[src/rtl/comp_serial_ctrl.sv]
// Sequencing controller for the 2-bit magnitude comparator slice: walks two WIDTH-bit operands
// MSB pair first. Define EARLY_TERM_EN to stop at the first unequal pair; otherwise constant-time.
//
//   state  | meaning
//   -------+---------------------------------------------------------------
//   S_IDLE | waiting for start, last result held
//   S_SCAN | driving one operand pair per cycle to the external comparator
//   S_DONE | one-cycle done pulse; start here is accepted back-to-back
module comp_serial_ctrl #(
    parameter int WIDTH = 8
) (
    input  logic             clk,
    input  logic             rst_n,
    input  logic             start,
    input  logic [WIDTH-1:0] a,
    input  logic [WIDTH-1:0] b,
    output logic [1:0]       slice_a,
    output logic [1:0]       slice_b,
    input  logic             slice_higher,
    input  logic             slice_lower,
    input  logic             slice_same,
    output logic             busy,
    output logic             done,
    output logic             ahigher,
    output logic             alower,
    output logic             asame,
    output logic             slice_err
);

    localparam int NSLICE = WIDTH / 2;
    localparam int CW     = (NSLICE > 1) ? $clog2(NSLICE) : 1;

    generate
        if ((WIDTH < 2) || ((WIDTH % 2) != 0)) begin : g_bad_width
            $error("comp_serial_ctrl: WIDTH must be even and >= 2");
        end
    endgenerate

    typedef enum logic [1:0] {S_IDLE, S_SCAN, S_DONE} state_t;

    state_t           state, state_nxt;
    logic [WIDTH-1:0] sh_a, sh_a_nxt, sh_b, sh_b_nxt;
    logic [CW-1:0]    cnt, cnt_nxt;
    logic             ahigher_nxt, alower_nxt, asame_nxt, slice_err_nxt;
    logic             dec_higher, dec_lower, dec_same, one_hot;
`ifndef EARLY_TERM_EN
    logic             decided, decided_nxt;
`endif

    assign slice_a = sh_a[WIDTH-1 -: 2];
    assign slice_b = sh_b[WIDTH-1 -: 2];
    assign busy    = (state == S_SCAN);
    assign done    = (state == S_DONE);

    // Priority higher > lower > same; an all-zero result falls through to same.
    assign dec_higher = slice_higher;
    assign dec_lower  = ~slice_higher & slice_lower;
    assign dec_same   = ~slice_higher & ~slice_lower;
    assign one_hot    = (slice_higher ^ slice_lower ^ slice_same) &
                        ~(slice_higher & slice_lower & slice_same);

    always_ff @(posedge clk) begin
        if (!rst_n) begin
            state     <= S_IDLE;
            sh_a      <= '0;
            sh_b      <= '0;
            cnt       <= '0;
            ahigher   <= 1'b0;
            alower    <= 1'b0;
            asame     <= 1'b0;
            slice_err <= 1'b0;
`ifndef EARLY_TERM_EN
            decided   <= 1'b0;
`endif
        end else begin
            state     <= state_nxt;
            sh_a      <= sh_a_nxt;
            sh_b      <= sh_b_nxt;
            cnt       <= cnt_nxt;
            ahigher   <= ahigher_nxt;
            alower    <= alower_nxt;
            asame     <= asame_nxt;
            slice_err <= slice_err_nxt;
`ifndef EARLY_TERM_EN
            decided   <= decided_nxt;
`endif
        end
    end

    always_comb begin
        state_nxt     = state;
        sh_a_nxt      = sh_a;
        sh_b_nxt      = sh_b;
        cnt_nxt       = cnt;
        ahigher_nxt   = ahigher;
        alower_nxt    = alower;
        asame_nxt     = asame;
        slice_err_nxt = slice_err;
`ifndef EARLY_TERM_EN
        decided_nxt   = decided;
`endif
        case (state)
            S_IDLE, S_DONE: begin
                if (start) begin
                    sh_a_nxt      = a;
                    sh_b_nxt      = b;
                    cnt_nxt       = CW'(NSLICE - 1);
                    ahigher_nxt   = 1'b0;
                    alower_nxt    = 1'b0;
                    asame_nxt     = 1'b0;
                    slice_err_nxt = 1'b0;
`ifndef EARLY_TERM_EN
                    decided_nxt   = 1'b0;
`endif
                    state_nxt     = S_SCAN;
                end else begin
                    state_nxt = S_IDLE;
                end
            end
            S_SCAN: begin
                if (!one_hot) slice_err_nxt = 1'b1;
`ifdef EARLY_TERM_EN
                if (dec_higher) begin
                    ahigher_nxt = 1'b1;
                    state_nxt   = S_DONE;
                end else if (dec_lower) begin
                    alower_nxt = 1'b1;
                    state_nxt  = S_DONE;
                end else if (cnt == '0) begin
                    asame_nxt = 1'b1;
                    state_nxt = S_DONE;
                end else begin
                    sh_a_nxt = sh_a << 2;
                    sh_b_nxt = sh_b << 2;
                    cnt_nxt  = cnt - 1'b1;
                end
`else
                // Only the first unequal pair decides; later pairs still run for fixed timing.
                if (!decided && dec_higher) begin
                    ahigher_nxt = 1'b1;
                    decided_nxt = 1'b1;
                end else if (!decided && dec_lower) begin
                    alower_nxt  = 1'b1;
                    decided_nxt = 1'b1;
                end
                if (cnt == '0) begin
                    if (!decided && dec_same) asame_nxt = 1'b1;
                    state_nxt = S_DONE;
                end else begin
                    sh_a_nxt = sh_a << 2;
                    sh_b_nxt = sh_b << 2;
                    cnt_nxt  = cnt - 1'b1;
                end
`endif
            end
            default: state_nxt = S_IDLE;
        endcase
    end

endmodule
[config.mk]
export PLATFORM = sky130hd
export DESIGN_NAME = comp_serial_ctrl
export DESIGN_NICKNAME = d
export VERILOG_FILES = /design/src/rtl/comp_serial_ctrl.sv
export SDC_FILE = /design/constraint.sdc
export NUM_CORES = 1
export LEC_CHECK = 0
export BUFFER_PORTS_ARGS = -buffer_cell sky130_fd_sc_hd__buf_2
export CORE_MARGIN = 2
export CORE_UTILIZATION = 45
export DETAILED_ROUTE_END_ITERATION = 6
export HOLD_SLACK_MARGIN = 0.03
export PLACE_DENSITY = 0.72
export SYNTH_ARGS = -nofsm -noshare
export SYNTH_HDL_FRONTEND = slang
export SYNTH_SLANG_ARGS = --single-unit
[constraint.sdc]
create_clock -name clk -period 1.4 [get_ports clk]
set_input_delay 0.07 -clock clk [delete_from_list [all_inputs] [get_ports clk]]
set_output_delay 0.07 -clock clk [all_outputs]
set_load 0.05 [all_outputs]
==> impl_metrics.py, run 1 <==
metrics = {
    "timing": {
        "setup_tns_ns": 0,
        "setup_viol": 0,
        "fin_skew_ns": 0.0181,
        "rsz0062_at_grt": "true",
        "slew_viol_final": 0,
        "finalCriticalPeriod_ns": 1.37,
        "worst_slew_pin_slew_ns": 0.382,
        "fmaxAchievable_mhz": 729,
        "final_hold_viol_count": 0,
        "post-route-period-util": 0.979,
        "slew_headroom": 0.745,
    },
    "placed_design": {
        "port_buffers": 31,
        "dp_hpwl_mm": 1.93,
        "place_inst": 193,
        "place_area_sq_um": 1370,
        "gp_congestion": 0.758,
    },
    "critical_path": {
        "max_stage_delay_ns": 0.35,
        "critPathRequiredTime_ns": 1.64,
        "path_cells": "inv_2 -> ha_4 -> nor3b_4 -> buf_12 -> nor3_1 -> a311oi_1",
        "critical_path_arrival_ns": 1.61,
        "crit_path_start_kind": "flip-flop",
        "path_buf_inv": 2,
        "critPathKind": "flip-flop to flip-flop",
        "crit_slowest_cell": "dfxtp_2",
        "endpoint_kind": "flip-flop",
        "critPathMaxFanout": 12,
        "cp_top_family": "flip-flops",
    },
    "run": {
        "cap_violations": 0,
    },
    "synth": {
        "ys_types": 32,
        "synth-edff-count": 0,
        "synth_nets": 163,
        "synth.top_cell.area_share": 0.406,
        "synth_warnings": 0,
        "postSynth.asyncResetShare": 0,
        "yosys.area.top_type": "dfxtp_1",
        "ys_ff_latch": 25,
        "synth.avg_cell_area_sq_um": 9.00,
        "postSynthCellCount": 137,
        "synthTopCellsByArea": "dfxtp_1 (41%), nand2_1 (9.4%), a311oi_1 (7.8%)",
        "synth-main-ff-cell": "dfxtp_1",
        "synth_seq_area_share": 0.406,
        "syn_area_sq_um": 1230,
    },
    "route": {
        "via_per_inst": 5.35,
        "wl_per_cell_microns": 13.6,
        "detail_route.first_pass.iterations": 4,
        "ant_nets": 0,
        "drt_iter0_markers": 20,
        "drt-total-wl_mm": 2.93,
        "via_count": 1150,
        "route.detailed.drc": 0,
    },
    "final_layout": {
        "final_nets": 212,
        "fillers": 210,
        "multiInputGateArea_sq_um": 613,
        "drive_above_1_share": 0.362,
        "seq_area_sq_um": 504,
        "final_cells": 215,
        "synthToLayoutAreaGrowth_pct": 32.4,
        "post-route-util": 0.641,
        "final_cell_area_sq_um": 1630,
        "antenna_cells": 0,
    },
    "power_and_ir_drop": {
        "p_per_area_nw_per_um2": 1010,
        "power_uw": 1650,
        "power_leakage_uw": 0.000702,
        "ir_worst_vdd_mv": 0.776,
    },
    "floorplan": {
        "coreArea_sq_um": 2540,
        "fp.dieW_microns": 56.3,
        "die_h_microns": 56.3,
        "fp.dieArea_sq_um": 3170,
        "rows": 18,
        "io_pins": 32,
        "start_util": 0.484,
    },
    "grt": {
        "grt_max_degree": 17,
        "grt_first_pass_wirelength_mm": 4.88,
        "antenna_found_initial": 0,
        "grt_use_total": 0.194,
        "overflow": 0,
        "grt_pass1_vias": 1122,
    },
    "status": {
        "status": "finished clean",
    },
    "clock_tree": {
        "cts_buffers": 3,
        "cts_sinks": 25,
        "path_clk_slew_ns": 0.15,
        "cts_max_level": 1,
        "cts.path.max_buffers": 2,
        "clk_latency_ns": 0.34,
        "cts_root_buffer": "clkbuf_4",
        "cts_tree": "yes",
    },
    "min_path": {
        "hp-class": "input port to flip-flop",
    },
}
[metrics by stage]
stage	hold slack [ns]	setup slack (ns)
4_1_cts	0.0317	0.000747
3_5_place_dp	0.304	-0.0794
2_1_floorplan	0.200	0.0316
5_1_grt	0.0380	-0.0675
3_3_place_gp	0.293	0.0344
6_report	0.0323	0.0287
[repair_timing]
item | CTS | global route
pin swaps | 3 | 5
hold endpoints to repair | 16 | 0
resized for setup | 9 | 5
hold buffers | 16 | 0
endpoints found under the setup margin | 17 | 19
buffers inserted | 1 | 1
[worst paths after layout]
path / start / endpoint / slack, ns / cells past startpoint
max: cnt[0] / sh_b[3] / 0.03 / 6
min: slice_same / slice_err / 0.03 / 3
max reg2reg: cnt[0] / sh_b[3] / 0.03 / 6
min reg2reg: sh_b[3] / sh_b[5] / 0.47 / 2
[registers in the layout (all words and copies together) (netlist names)]
signal / count
sh_b: 8
alower: 1
slice_err: 1
asame: 1
ahigher: 1
state: 2
sh_a: 8
decided: 1
cnt: 2
[kinds of logic after synthesis]
group | count (synthesis) | synth area share
AND/OR/NAND/NOR | 63 | 0.260
buffers and inverters | 19 | 0.124
adder cells (fa/ha/maj) | 4 | 0.0406
flip-flops | 25 | 0.406
AO/OA/AOI/OAI | 26 | 0.170
[worst min-delay path, stage by stage]
cell and delay, ns:
buf_2 0.09, a211o_1 0.12, a21oi_1 0.06
[cells in the mapped netlist (2+ instances only)]
| library cell | number |
|---|---|
| o21ai_0 | 4 |
| nor2_1 | 7 |
| a31oi_1 | 2 |
| nor3_2 | 4 |
| ha_1 | 4 |
| clkbuf_8 | 2 |
| buf_6 | 6 |
| inv_1 | 4 |
| a311oi_1 | 11 |
| and2b_2 | 2 |
| dfxtp_1 | 25 |
| nor3_1 | 8 |
| a21oi_1 | 3 |
| nand3_1 | 4 |
| buf_4 | 4 |
| nand2_1 | 31 |
[area by class of cell]
class                           instances  area share
Tap cell                               30      0.0230
Multi-Input combinational cell         93       0.376
Sequential cell                        25       0.309
Clock inverter                          1     0.00307
Timing Repair Buffer                   57       0.258
Inverter                                6      0.0169
Clock buffer                            3      0.0138
[routing by layer]
layer / track usage / part of all wire / vias to the layer above
li1: - / - / 571
met1: 0.236 / 0.42 / 538
met2: 0.346 / 0.51 / 34
met3: 0.0207 / 0.044 / 7
met4: 0.0748 / 0.017 / 0
met5: 0 / 0 / -
[placed cells by master, fill, tap and decap left out, types with 3 or more instances in the layout]
cell	Yosys	layout
a21oi_1	3	3
a311oi_1	11	11
buf_2	0	30
buf_4	4	8
clkbuf_4	0	3
dfxtp_1	25	22
dfxtp_2	0	3
dlygate4sd3_1	0	16
ha_1	4	3
nand2_1	31	31
nand3_1	4	4
nor2_1	7	6
nor3_1	8	7
nor3_2	4	5
o21ai_0	4	4
[power by group]
group | total (uW) | switching (uW) | leakage [uW] | internal [uW]
clock network | 335 | 227 | 0.0000177 | 107
registers | 819 | 40.5 | 0.000207 | 778
logic | 499 | 278 | 0.000477 | 221
No activity file was read; power rests on OpenSTA's default activity.
==> run 2, diff against run 1 <==
- PLACE_DENSITY: 0.72 -> 0.7
- clock period: 1.4 -> 1.35 ns (I/O delays scaled with it)
==> impl_metrics.py, run 2 (synthesis gave the netlist of run 1 again) <==
metrics = {
    "timing": {
        "fin_skew_ns": 0.00589,
        "slew_headroom": 0.745,
        "setup_tns_ns": -0.162,
        "post-route-period-util": 1.03,
        "finalCriticalPeriod_ns": 1.39,
        "fmaxAchievable_mhz": 717,
        "layout_setup_ws_ns": -0.0443,
        "slew_viol_final": 0,
        "setup_viol": 9,
        "worst_slew_pin_slew_ns": 0.381,
        "final_hold_viol_count": 0,
        "rsz0062_at_grt": "true",
    },
    "critical_path": {
        "r2r-end": "sh_a[7]",
        "r2r_slack_ns": -0.04,
        "endpoint_kind": "flip-flop",
        "critPathMaxFanout": 6,
        "crit_path_start_kind": "flip-flop",
        "r2r_start": "cnt[0]",
        "critPathKind": "flip-flop to flip-flop",
        "rr_worst_depth": 6,
        "critPathRequiredTime_ns": 1.58,
        "critical_path_arrival_ns": 1.63,
    },
    "power_and_ir_drop": {
        "p_per_area_nw_per_um2": 1030,
        "p_int_uw": 1190,
        "power_leakage_uw": 0.000737,
        "p_clk_frac": 0.197,
        "ir_worst_vdd_mv": 0.672,
        "combinationalPowerShare": 0.326,
        "swShare": 0.331,
        "power_frac_seq": 0.478,
        "p_switching_uw": 588,
    },
    "floorplan": {
        "start_util": 0.484,
        "io_pins": 32,
        "coreArea_sq_um": 2540,
        "die_h_microns": 56.3,
        "rows": 18,
        "fp.dieArea_sq_um": 3170,
        "fp.dieW_microns": 56.3,
    },
    "placed_design": {
        "dp_hpwl_mm": 1.88,
        "gp_congestion": 0.729,
        "place_inst": 193,
        "place_area_sq_um": 1390,
        "port_buffers": 31,
    },
    "grt": {
        "grt_pass1_vias": 1130,
        "grt_max_degree": 17,
        "overflow": 0,
        "grt_use_total": 0.191,
        "grt_first_pass_wirelength_mm": 4.84,
        "antenna_found_initial": 0,
    },
    "final_layout": {
        "final_cells": 220,
        "final_nets": 217,
        "reg_top3": "sh_a (8), sh_b (8)",
        "antenna_cells": 0,
        "mostFrequentLayoutCells": "nand2_1 (31), buf_2 (30), dfxtp_1 (23)",
        "seq_area_sq_um": 503,
        "fillers": 214,
        "synthToLayoutAreaGrowth_pct": 39.9,
        "final_cell_area_sq_um": 1720,
        "post-route-util": 0.677,
        "drive_above_1_share": 0.389,
        "final_common_cell": "nand2_1",
        "multiInputGateArea_sq_um": 639,
    },
    "route": {
        "drt-total-wl_mm": 3.10,
        "ant_nets": 0,
        "via_count": 1172,
        "wl_per_cell_microns": 14.1,
        "drt_iter0_markers": 27,
        "dr_wl_met3_microns": 167,
        "route.met2.wl_mm": 1.59,
        "maxUsedRoutingLayer": "met4",
        "wl_met1_mm": 1.27,
        "via_per_inst": 5.33,
        "route.detailed.drc": 0,
        "detail_route.first_pass.iterations": 4,
    },
    "status": {
        "status": "finished, violations left",
        "violations": "setup timing",
    },
    "clock_tree": {
        "cts_buffers": 3,
        "path_clk_slew_ns": 0.14,
        "cts_root_buffer": "clkbuf_4",
        "cts.path.max_buffers": 2,
        "cts_tree": "yes",
        "clk_latency_ns": 0.32,
        "cts_max_level": 1,
        "cts_sinks": 25,
    },
    "run": {
        "cap_violations": 0,
    },
    "min_path": {
        "hp-class": "input port to flip-flop",
        "worstHoldStart": "slice_higher",
        "hold_depth": 3,
        "min_to": "ahigher",
    },
}
==> run 2: power groups by stage <==
stage | Sequential, uW | Combinational (uW) | Clock (uW)
after global placement | 854 | 436 | 0
after CTS | 844 | 523 | 354
after global routing | 857 | 619 | 392
after floorplan | 866 | 352 | 0
after detailed placement | 856 | 447 | 0
final | 847 | 578 | 349
==> run 2: layout make-up <==
cell class,count,area share
Multi-Input combinational cell,93,0.371
Timing Repair Buffer,62,0.282
Clock buffer,3,0.0131
Inverter,6,0.0160
Clock inverter,1,0.00435
Tap cell,30,0.0218
Sequential cell,25,0.292
==> run 2: what timing repair did <==
action / in CTS / in global routing
setup buffers: 4 / 4
hold buffers: 17 / 0
gates cloned: 1 / 1
resized for setup: 11 / 12
endpoints found under the setup margin: 18 / 18
pin swaps: 12 / 8
hold endpoints to repair: 17 / 0
==> run 2: metrics by stage <==
step / total power, uW / hold slack, ns / setup WS [ns]
final: 1770 / 0.0324 / -0.0443
after floorplan: 1220 / 0.198 / 0.00508
after CTS: 1720 / 0.0467 / -0.0294
after detailed placement: 1300 / 0.294 / -0.0625
after global placement: 1290 / 0.292 / -0.00758
after global routing: 1870 / 0.0582 / -0.119
==> run 2: worst max-delay path, cell delays in order, from the launching register on <==
cell	delay [ns]
dfxtp_2	0.37
inv_2	0.06
ha_4	0.16
nor3b_4	0.27
buf_6	0.18
nor3_2	0.04
a311oi_1	0.22
==> run 2: worst max-delay path by stage <==
stage | start | end | slack (ns)
floorplan | cnt[0] | sh_b[4] | 0.005
global placement | cnt[0] | sh_a[5] | -0.008
detailed placement | cnt[0] | sh_a[7] | -0.06
CTS | cnt[0] | sh_a[7] | -0.03
global route | cnt[0] | sh_b[3] | -0.12
finish | cnt[0] | sh_a[7] | -0.04
==> run 2: layer usage <==
layer | global-route usage | up-vias
li1 | - | 580
met1 | 0.244 | 542
met2 | 0.323 | 42
met3 | 0.0230 | 8
met4 | 0.0816 | 0
met5 | 0 | -
